$ cat src/rtl/div_share_arbiter.sv
// div_share_arbiter
//
// Shares one iterative divider between N requesters using round-robin
// arbitration. The winning requester's operands are latched, handed to the
// divider with a one-cycle start pulse, and the quotient/remainder are
// returned with a one-cycle one-hot acknowledge. Divide-by-zero is answered
// immediately without touching the divider, and a watchdog aborts an
// operation whose divider never reports done.
//
// Ports:
//   clk        rising-edge clock
//   rst        synchronous active-low reset
//   req        level request per requester, held until its ack
//   req_a      dividend of requester i at [i*W +: W]
//   req_b      divisor of requester i at [i*W +: W]
//   ack        one-hot one-cycle acknowledge; rsp_* valid this cycle
//   rsp_q      quotient
//   rsp_r      remainder
//   rsp_err    00 ok, 01 divide-by-zero, 10 timeout
//   busy       high whenever not idle
//   div_start  one-cycle start pulse to the divider
//   div_a      dividend to the divider
//   div_b      divisor to the divider
//   div_q      divider quotient
//   div_r      divider remainder
//   div_done   divider done
module div_share_arbiter #(
    parameter int N       = 4,
    parameter int W       = 4,
    parameter int TIMEOUT = 31
) (
    input  logic           clk,
    input  logic           rst,
    input  logic [N-1:0]   req,
    input  logic [N*W-1:0] req_a,
    input  logic [N*W-1:0] req_b,
    output logic [N-1:0]   ack,
    output logic [W-1:0]   rsp_q,
    output logic [W-1:0]   rsp_r,
    output logic [1:0]     rsp_err,
    output logic           busy,
    output logic           div_start,
    output logic [W-1:0]   div_a,
    output logic [W-1:0]   div_b,
    input  logic [W-1:0]   div_q,
    input  logic [W-1:0]   div_r,
    input  logic           div_done
);

    localparam int GW     = (N > 1) ? $clog2(N) : 1;
    localparam int TW_MIN = $clog2(TIMEOUT + 1);
    localparam int TW     = (TW_MIN > 5) ? TW_MIN : 5;

    localparam logic [1:0] ERR_OK   = 2'b00;
    localparam logic [1:0] ERR_DIV0 = 2'b01;
    localparam logic [1:0] ERR_TOUT = 2'b10;

    typedef enum logic [1:0] {
        S_IDLE,
        S_ISSUE,
        S_WAIT,
        S_RESP
    } state_t;

    state_t         state;
    logic [GW-1:0]  gnt;
    logic [GW-1:0]  ptr;
    logic [W-1:0]   op_a;
    logic [W-1:0]   op_b;
    logic [TW-1:0]  timer;

    logic [GW-1:0]  sel;
    logic           found;
    logic [W-1:0]   sel_a;
    logic [W-1:0]   sel_b;

    function automatic logic [N-1:0] one_hot(input logic [GW-1:0] idx);
        logic [N-1:0] v;
        v      = '0;
        v[idx] = 1'b1;
        return v;
    endfunction

    // Round-robin pick: scan ptr, ptr+1, ... wrapping modulo N, and take
    // the first asserted request. Wrapping is done explicitly so that
    // non-power-of-two N works.
    always_comb begin
        int idx;
        idx   = 0;
        sel   = '0;
        found = 1'b0;
        for (int i = 0; i < N; i++) begin
            idx = int'(ptr) + i;
            if (idx >= N) begin
                idx = idx - N;
            end
            if (!found && req[idx]) begin
                found = 1'b1;
                sel   = GW'(idx);
            end
        end
    end

    assign sel_a = req_a[int'(sel)*W +: W];
    assign sel_b = req_b[int'(sel)*W +: W];

    // Single sequencing FSM. Every output is registered and is set on the
    // edge that enters the state in which it must be visible, so ack,
    // div_start and busy never depend combinationally on req.
    // div_done is only looked at in WAIT; a stale done elsewhere is ignored.
    always_ff @(posedge clk) begin
        if (!rst) begin
            state     <= S_IDLE;
            gnt       <= '0;
            ptr       <= '0;
            op_a      <= '0;
            op_b      <= '0;
            timer     <= '0;
            ack       <= '0;
            rsp_q     <= '0;
            rsp_r     <= '0;
            rsp_err   <= ERR_OK;
            busy      <= 1'b0;
            div_start <= 1'b0;
            div_a     <= '0;
            div_b     <= '0;
        end else begin
            ack       <= '0;
            div_start <= 1'b0;
            case (state)
                S_IDLE: begin
                    if (found) begin
                        gnt   <= sel;
                        op_a  <= sel_a;
                        op_b  <= sel_b;
                        busy  <= 1'b1;
                        div_a <= sel_a;
                        div_b <= sel_b;
                        if (sel_b == '0) begin
                            // The divider would never finish; answer now.
                            state   <= S_RESP;
                            ack     <= one_hot(sel);
                            rsp_q   <= '0;
                            rsp_r   <= sel_a;
                            rsp_err <= ERR_DIV0;
                        end else begin
                            state     <= S_ISSUE;
                            div_start <= 1'b1;
                        end
                    end
                end
                S_ISSUE: begin
                    state <= S_WAIT;
                    timer <= '0;
                end
                S_WAIT: begin
                    timer <= timer + 1'b1;
                    if (div_done) begin
                        state   <= S_RESP;
                        ack     <= one_hot(gnt);
                        rsp_q   <= div_q;
                        rsp_r   <= div_r;
                        rsp_err <= ERR_OK;
                    end else if (timer == TW'(TIMEOUT)) begin
                        state   <= S_RESP;
                        ack     <= one_hot(gnt);
                        rsp_q   <= '0;
                        rsp_r   <= '0;
                        rsp_err <= ERR_TOUT;
                    end
                end
                S_RESP: begin
                    state <= S_IDLE;
                    busy  <= 1'b0;
                    div_a <= '0;
                    div_b <= '0;
                    if (gnt == GW'(N - 1)) begin
                        ptr <= '0;
                    end else begin
                        ptr <= gnt + 1'b1;
                    end
                end
                default: begin
                    state <= S_IDLE;
                    busy  <= 1'b0;
                    div_a <= '0;
                    div_b <= '0;
                end
            endcase
        end
    end

endmodule

$ cat config.mk
export PLATFORM = sky130hd
export DESIGN_NAME = div_share_arbiter
export DESIGN_NICKNAME = d
export VERILOG_FILES = /design/src/rtl/div_share_arbiter.sv
export SDC_FILE = /design/constraint.sdc
export NUM_CORES = 1
export LEC_CHECK = 0
export CAP_MARGIN = 15
export CORE_UTILIZATION = 40
export DETAILED_ROUTE_END_ITERATION = 10
export GPL_ROUTABILITY_DRIVEN = 1
export PLACE_DENSITY = 0.74
export SLEW_MARGIN = 20
export SYNTH_ARGS = -nofsm -noshare
export SYNTH_HDL_FRONTEND = slang
export SYNTH_SLANG_ARGS = --single-unit
$ cat constraint.sdc
create_clock -name clk -period 7.4 [get_ports clk]
set_input_delay 1.48 -clock clk [delete_from_list [all_inputs] [get_ports clk]]
set_output_delay 1.48 -clock clk [all_outputs]
set_load 0.01 [all_outputs]
=== Word level (Yosys, flattened, before mapping) ===
Cells that the tools add are included.

* Word-level logic and storage cells: 122
* Output and inout port bits: 24
* Input bits: 47
* Bits in registers: 35

* Mux-type cells: 61
* Reduce and logical (&&, ||, !) cells: 18
* $lt $le $gt $ge: 12
* Shift-type cells: 2
* $add $sub $neg: 9
* Equal/unequal tests: 8

{| class="wikitable"
|+ Operators with widths
! operator !! count
|-
| 32-bit by 4-bit less-than comparator with 1-bit output (second input constant) || 4
|-
| 32-bit two-way mux || 4
|-
| 4-bit two-way mux || 13
|-
| 4-bit case mux with 2 select lines || 5
|-
| 16-bit by 5-bit variable part select with 4-bit output || 2
|-
| 2-bit two-way mux || 13
|-
| 1-bit two-way mux || 16
|-
| 3-bit by 3-bit subtractor with 4-bit output (second input constant) || 3
|-
| 5-bit case mux with 2 select lines || 1
|-
| 3-bit greater-or-equal comparator (second input constant) || 3
|-
| 1-bit binary-select mux with 2-bit select || 4
|-
| 2-bit case mux with 4 select lines || 1
|-
| 2-bit by 2-bit adder with 3-bit output (second input constant) || 2
|-
| 2-bit == test (second input constant) || 3
|-
| 2-bit by 3-bit less-than comparator with 1-bit output (second input constant) || 2
|-
| 2-bit AND reduction || 3
|-
| 2-bit nonzero test || 3
|-
| 5-bit by 1-bit adder with 5-bit output (second input constant) || 1
|-
| 5-bit == test (second input constant) || 1
|-
| 1-bit logical AND || 5
|-
| 1-bit demux with 2-bit select || 2
|-
| 2-bit by 1-bit greater-or-equal comparator with 1-bit output (second input constant) || 2
|-
| 4-bit logical NOT || 1
|-
| 2-bit inequality test (second input constant) || 2
|-
| 12 further kinds || 14
|}

=== Logic depth before layout (Yosys ltp) ===
* Depth in word-level cells: 22
* Mapped depth: 9
* Mapped depth without buffers: 8

=== Worst setup path before layout ===
OpenSTA, ideal clock, no wires.

* Path type: input-to-reg
* Start point: in req[0]
* End point: reg rsp_err[1]
* Arrival: 3.611 ns
* Stages: 8
* Slack: 3.718 ns
* Path through: a21oi_1 -> o21ai_0 -> o2bb2a_1 -> clkbuf_1 -> mux4_2 -> o41a_1 -> or4_1 -> a21oi_1

* Longest elaborated chain between the ends: 17

{| class="wikitable"
|+ Ends and longest elaborated chain
! what !! line !! RTL
|-
| start, declared || 34 || <nowiki>input logic [N-1:0] req,</nowiki>
|-
| 1-bit binary-select mux with 2-bit select || 97 || <nowiki>if (!found && req[idx]) begin</nowiki>
|-
| 1-bit two-way mux (implied by the code) (2 in a row) || 97 ||
|-
| 1-bit two-way mux || 97 ||
|-
| 1-bit logical NOT || 97 ||
|-
| 1-bit logical AND || 97 ||
|-
| 1-bit two-way mux || 97 ||
|-
| 1-bit logical NOT || 97 ||
|-
| 1-bit logical AND || 97 ||
|-
| 1-bit two-way mux || 97 ||
|-
| 1-bit logical NOT || 97 ||
|-
| 1-bit logical AND || 97 ||
|-
| 2-bit two-way mux || 97 ||
|-
| 16-bit by 5-bit variable part select with 4-bit output || 105 || <nowiki>assign sel_b = req_b[int'(sel)*W +: W];</nowiki>
|-
| 4-bit logical NOT || 139 || <nowiki>if (sel_b == '0) begin</nowiki>
|-
| 2-bit inequality test (no line) || - ||
|-
| 4-bit AND reduction (no line) (*) || - ||
|-
| end signal, assigned || 122 || <nowiki>rsp_err <= ERR_OK;</nowiki>
|-
| end signal, assigned || 145 || <nowiki>rsp_err <= ERR_DIV0;</nowiki>
|-
| end signal, assigned || 163 || <nowiki>rsp_err <= ERR_OK;</nowiki>
|-
| end, declared || 40 || <nowiki>output logic [1:0] rsp_err,</nowiki>
|}

Mark *: on every way between the ends. The rest lies on a longest branch, timed or not. The select of a mux whose other input is x is not followed.
A chain may end at the register's enable or synchronous reset.

=== Worst setup path in the final report ===
* Start point: in req[0]
* End point: reg ack[3]

* Longest elaborated chain between the ends: 20

{| class="wikitable"
|+ Ends and longest elaborated chain
! what !! line !! RTL
|-
| 1-bit binary-select mux with 2-bit select || 97 ||
|-
| 1-bit two-way mux (implied by the code) (2 in a row) || 97 ||
|-
| 1-bit two-way mux || 97 ||
|-
| 1-bit logical NOT || 97 ||
|-
| 1-bit logical AND || 97 ||
|-
| 1-bit two-way mux || 97 ||
|-
| 1-bit logical NOT || 97 ||
|-
| 1-bit logical AND || 97 ||
|-
| [3 not listed] || - ||
|-
| 2-bit two-way mux || 97 ||
|-
| 2-bit by 3-bit less-than comparator with 1-bit output (implied by the code) or 2-bit by 1-bit greater-or-equal comparator with 1-bit output (tied branches) || 80 || <nowiki>v[idx] = 1'b1;</nowiki>
|-
| 1-bit logical AND (implied by the code) || 80 ||
|-
| 1-bit two-way mux (implied by the code) || 80 ||
|-
| 1-bit demux with 2-bit select || 80 ||
|-
| 4-bit two-way mux || 139 ||
|-
| 4-bit two-way mux (*) || 132 || <nowiki>if (found) begin</nowiki>
|-
| 4-bit case mux with 2 select lines (*) || 130 || <nowiki>case (state)</nowiki>
|-
| end signal, assigned || 142 || <nowiki>ack <= one_hot(sel);</nowiki>
|-
| end signal, assigned || 160 || <nowiki>ack <= one_hot(gnt);</nowiki>
|-
| end signal, assigned || 166 || <nowiki>ack <= one_hot(gnt);</nowiki>
|-
| end, declared || 37 || <nowiki>output logic [N-1:0] ack,</nowiki>
|}

Marked as above.

==> flow_summary.yaml <==
clock_network:
  cts_max_level: 2
  clk_pin_slew_worst_paths_ns: 0.07
  postCtsSetupBuffers: 0
  clock_latency_ns: 0.29
  ctsHoldBuffers: 0
  cts_tree: "yes"
  cts_max_path_buffers: 2
  cts_root_buf: "clkbuf_8"
  numCtsBuffers: 5
  cts_resized: 0
  cts.sinks: 35
pwr:
  combPwrFrac: 0.458
  seqPwrFrac: 0.351
  p_int_w: 0.000440
  ir_drop_uv: 131
  power.share.clock: 0.191
  p_switching_w: 0.000261
  leakage_nw: 1.00
  swShare: 0.372
  total_power_w: 0.000701
  power_density_mw_per_mm2: 264
placement:
  portBuffers: 70
  place_hpwl_mm: 3.62
  finalWeightedCongestion: 0.852
sta:
  slew_violations: 0
  fin_crit_ns: 4.54
  max_freq_mhz: 220
  worst_pin_slew_ns: 0.870
  setup_viol: 0
  relSlewSlack: 0.414
  finClkSkew_ns: 0.00950
  fin_setup_tns_ns: 0
  finalCritPeriodShare: 0.613
  final_hold_viol_count: 0
  rsz0062_at_grt: "no"
worst_setup_path:
  cp_data_required_time_ns: 7.62
  end_kind: "flop"
  crit_chain: "clkdlybuf4s50_1 > nand2_1 > o22ai_1 > or2_1 > mux4_2 > nor4_1 > a32oi_1 > nor2_1"
  cp.arrival_ns: 4.76
  cpPeakStageDelay_ns: 0.79
  crit_fanout: 13
  cp-start-kind: "input port"
  critPathSlowestCell: "nor4_1"
  worstReg2RegStart: "ptr[1]$_SDFFE_PN0P_"
  startpoint: "req[0]"
  worstSetupPathType: "in -> reg"
global_route:
  overflow: 0
  grt_usage: 0.207
  grt_max_degree: 28
  grt_pass1_vias: 1691
  antenna_found_initial: 0
  grt_pass1_wl_mm: 8.02
synth:
  synth_area_per_cell_um2: 8.86
  ys_warn_count: 0
  syn_nets: 266
  syn_inst: 210
  synth-seq-cells: 35
  synth_cell_types: 37
  syn_area_mm2: 0.00186
  ys_seq_area_frac: 0.377
die:
  die_h_um: 70.2
  ios: 71
  die_area_mm2: 0.00493
  initial_core_util: 0.421
  core_area_mm2: 0.00441
  die_x_um: 70.2
  rows: 24
layout:
  seq_area_um2: 701
  final_common_cell: "clkdlybuf4s50_1"
  mostFrequentLayoutCells: "70 x clkdlybuf4s50_1, 35 x dfxtp_1, 26 x nor2_1, 22 x a21oi_1, 13 x o21ai_0"
  multi_input_area_mm2: 0.00108
  final_layout_size_suffix_gt1_frac: 0.0719
  area_delta_synth_final_pct: 43.0
  antennaDiodeCount: 0
  final_nets: 333
  n_fill_cell: 406
worst_hold_path:
  min_from: "rsp_q[2]$_SDFFE_PN0P_"
  hp-class: "reg -> reg"
routing:
  drc: 0
  firstDrtPassIters: 4
  ant_nets: 0
  wl_per_cell_um: 14.7
  viasPerCell: 5.40
  wirelength_mm: 4.84
  num_vias: 1781
  drt_iter0_markers: 68
job:
  cap_violations: 0
run_status:
  status: "complete, no violations"
## state kept, by name, indices dropped and copies added (netlist names)
register	flops
ack	4
div_start	1
ptr	2
state	2
div_a	4
rsp_err	2
busy	1
rsp_q	4
gnt	2
div_b	4
rsp_r	4
timer	5
## metrics by stage
step / instances / area (um^2) / hold WS [ns] / worst slack, ns / util
after floorplan: 210 / 1860 / 0.450 / 3.72 / -
after global placement: 322 / 2580 / 0.460 / 2.65 / 0.584
after detailed placement: 322 / 2580 / 0.473 / 2.60 / 0.584
after CTS: 330 / 2660 / 0.482 / 2.90 / 0.603
after global routing: 330 / 2660 / 0.503 / 2.62 / 0.603
final: 330 / 2660 / 0.478 / 2.86 / 0.603
## Yosys cell counts
library cell	count	area share
o41ai_4	1	0.015
nor3b_1	1	0.0040
mux2i_1	12	0.065
mux4_2	4	0.048
nand3_1	4	0.011
or4_1	1	0.0040
a2bb2oi_1	1	0.0047
mux2_2	5	0.030
o22ai_1	2	0.0067
and3_1	1	0.0034
inv_1	9	0.018
a311oi_1	4	0.019
dfxtp_1	35	0.38
clkinv_1	1	0.0020
a21boi_1	1	0.0040
a22oi_1	5	0.020
a211oi_1	1	0.0040
and2_1	4	0.013
a32oi_1	4	0.019
clkbuf_1	8	0.016
o41a_1	1	0.0061
nor2_1	26	0.052
ha_1	9	0.061
nor4_1	2	0.0067
nand2_1	12	0.024
o2bb2a_1	1	0.0054
a21oi_1	22	0.059
nor3_1	3	0.0081
nand2b_1	4	0.013
or3_1	1	0.0034
or2_1	1	0.0034
or2_2	4	0.013
buf_6	1	0.0061
nand4_1	4	0.013
o21ai_1	1	0.0027
o21ai_0	13	0.035
buf_2	1	0.0027
## routing by layer
metal,track usage,up-vias,part of all wire
met5,0,-,0
met4,0.0733,0,0.015
li1,-,892,-
met2,0.315,69,0.44
met1,0.278,815,0.48
met3,0.0592,5,0.065
## layout make-up
class	instances	share of cell area
clock buffer	7	0.0287
multi-input combinational	155	0.404
sequential	35	0.263
clock inverter	1	0.00188
inverter	10	0.0141
tap	52	0.0244
timing repair buffer	70	0.263
## cells by family (layout without fill, tap and decap cells)
logic type	after synthesis	in the layout	synth area share
simple gates	68	68	0.174
compound gates	57	57	0.200
flops	35	35	0.377
mux	21	21	0.143
buf+inv	20	88	0.0451
fa+ha+maj	9	9	0.0605
## power by group through the flow
stage                     registers (W)  clock network [W]  logic, W
final                          0.000246           0.000134  0.000321
after global routing           0.000251           0.000146  0.000349
after floorplan                0.000260                  0  0.000181
after global placement         0.000250                  0  0.000315
after CTS                      0.000246           0.000137  0.000321
after detailed placement       0.000250                  0  0.000319
## worst paths after layout
path                           endpoint  slack [ns]  depth (start not counted)
setup / recovery      ack[3]$_SDFF_PN0_        2.86                          8
hold / removal    rsp_q[2]$_SDFFE_PN0P_        0.48                          2
setup reg to reg      ack[3]$_SDFF_PN0_        4.16                          7
hold reg to reg   rsp_q[2]$_SDFFE_PN0P_        0.48                          2
## worst max-delay path, delay by kind of cell
family                 cells  cell delay (ns)
and+or+nand+nor            4             1.63
muxes                      1             0.66
AOI/OAI and AO/OA          2             0.45
buffers and inverters      1             0.54
(Power assumes the default switching activity.)
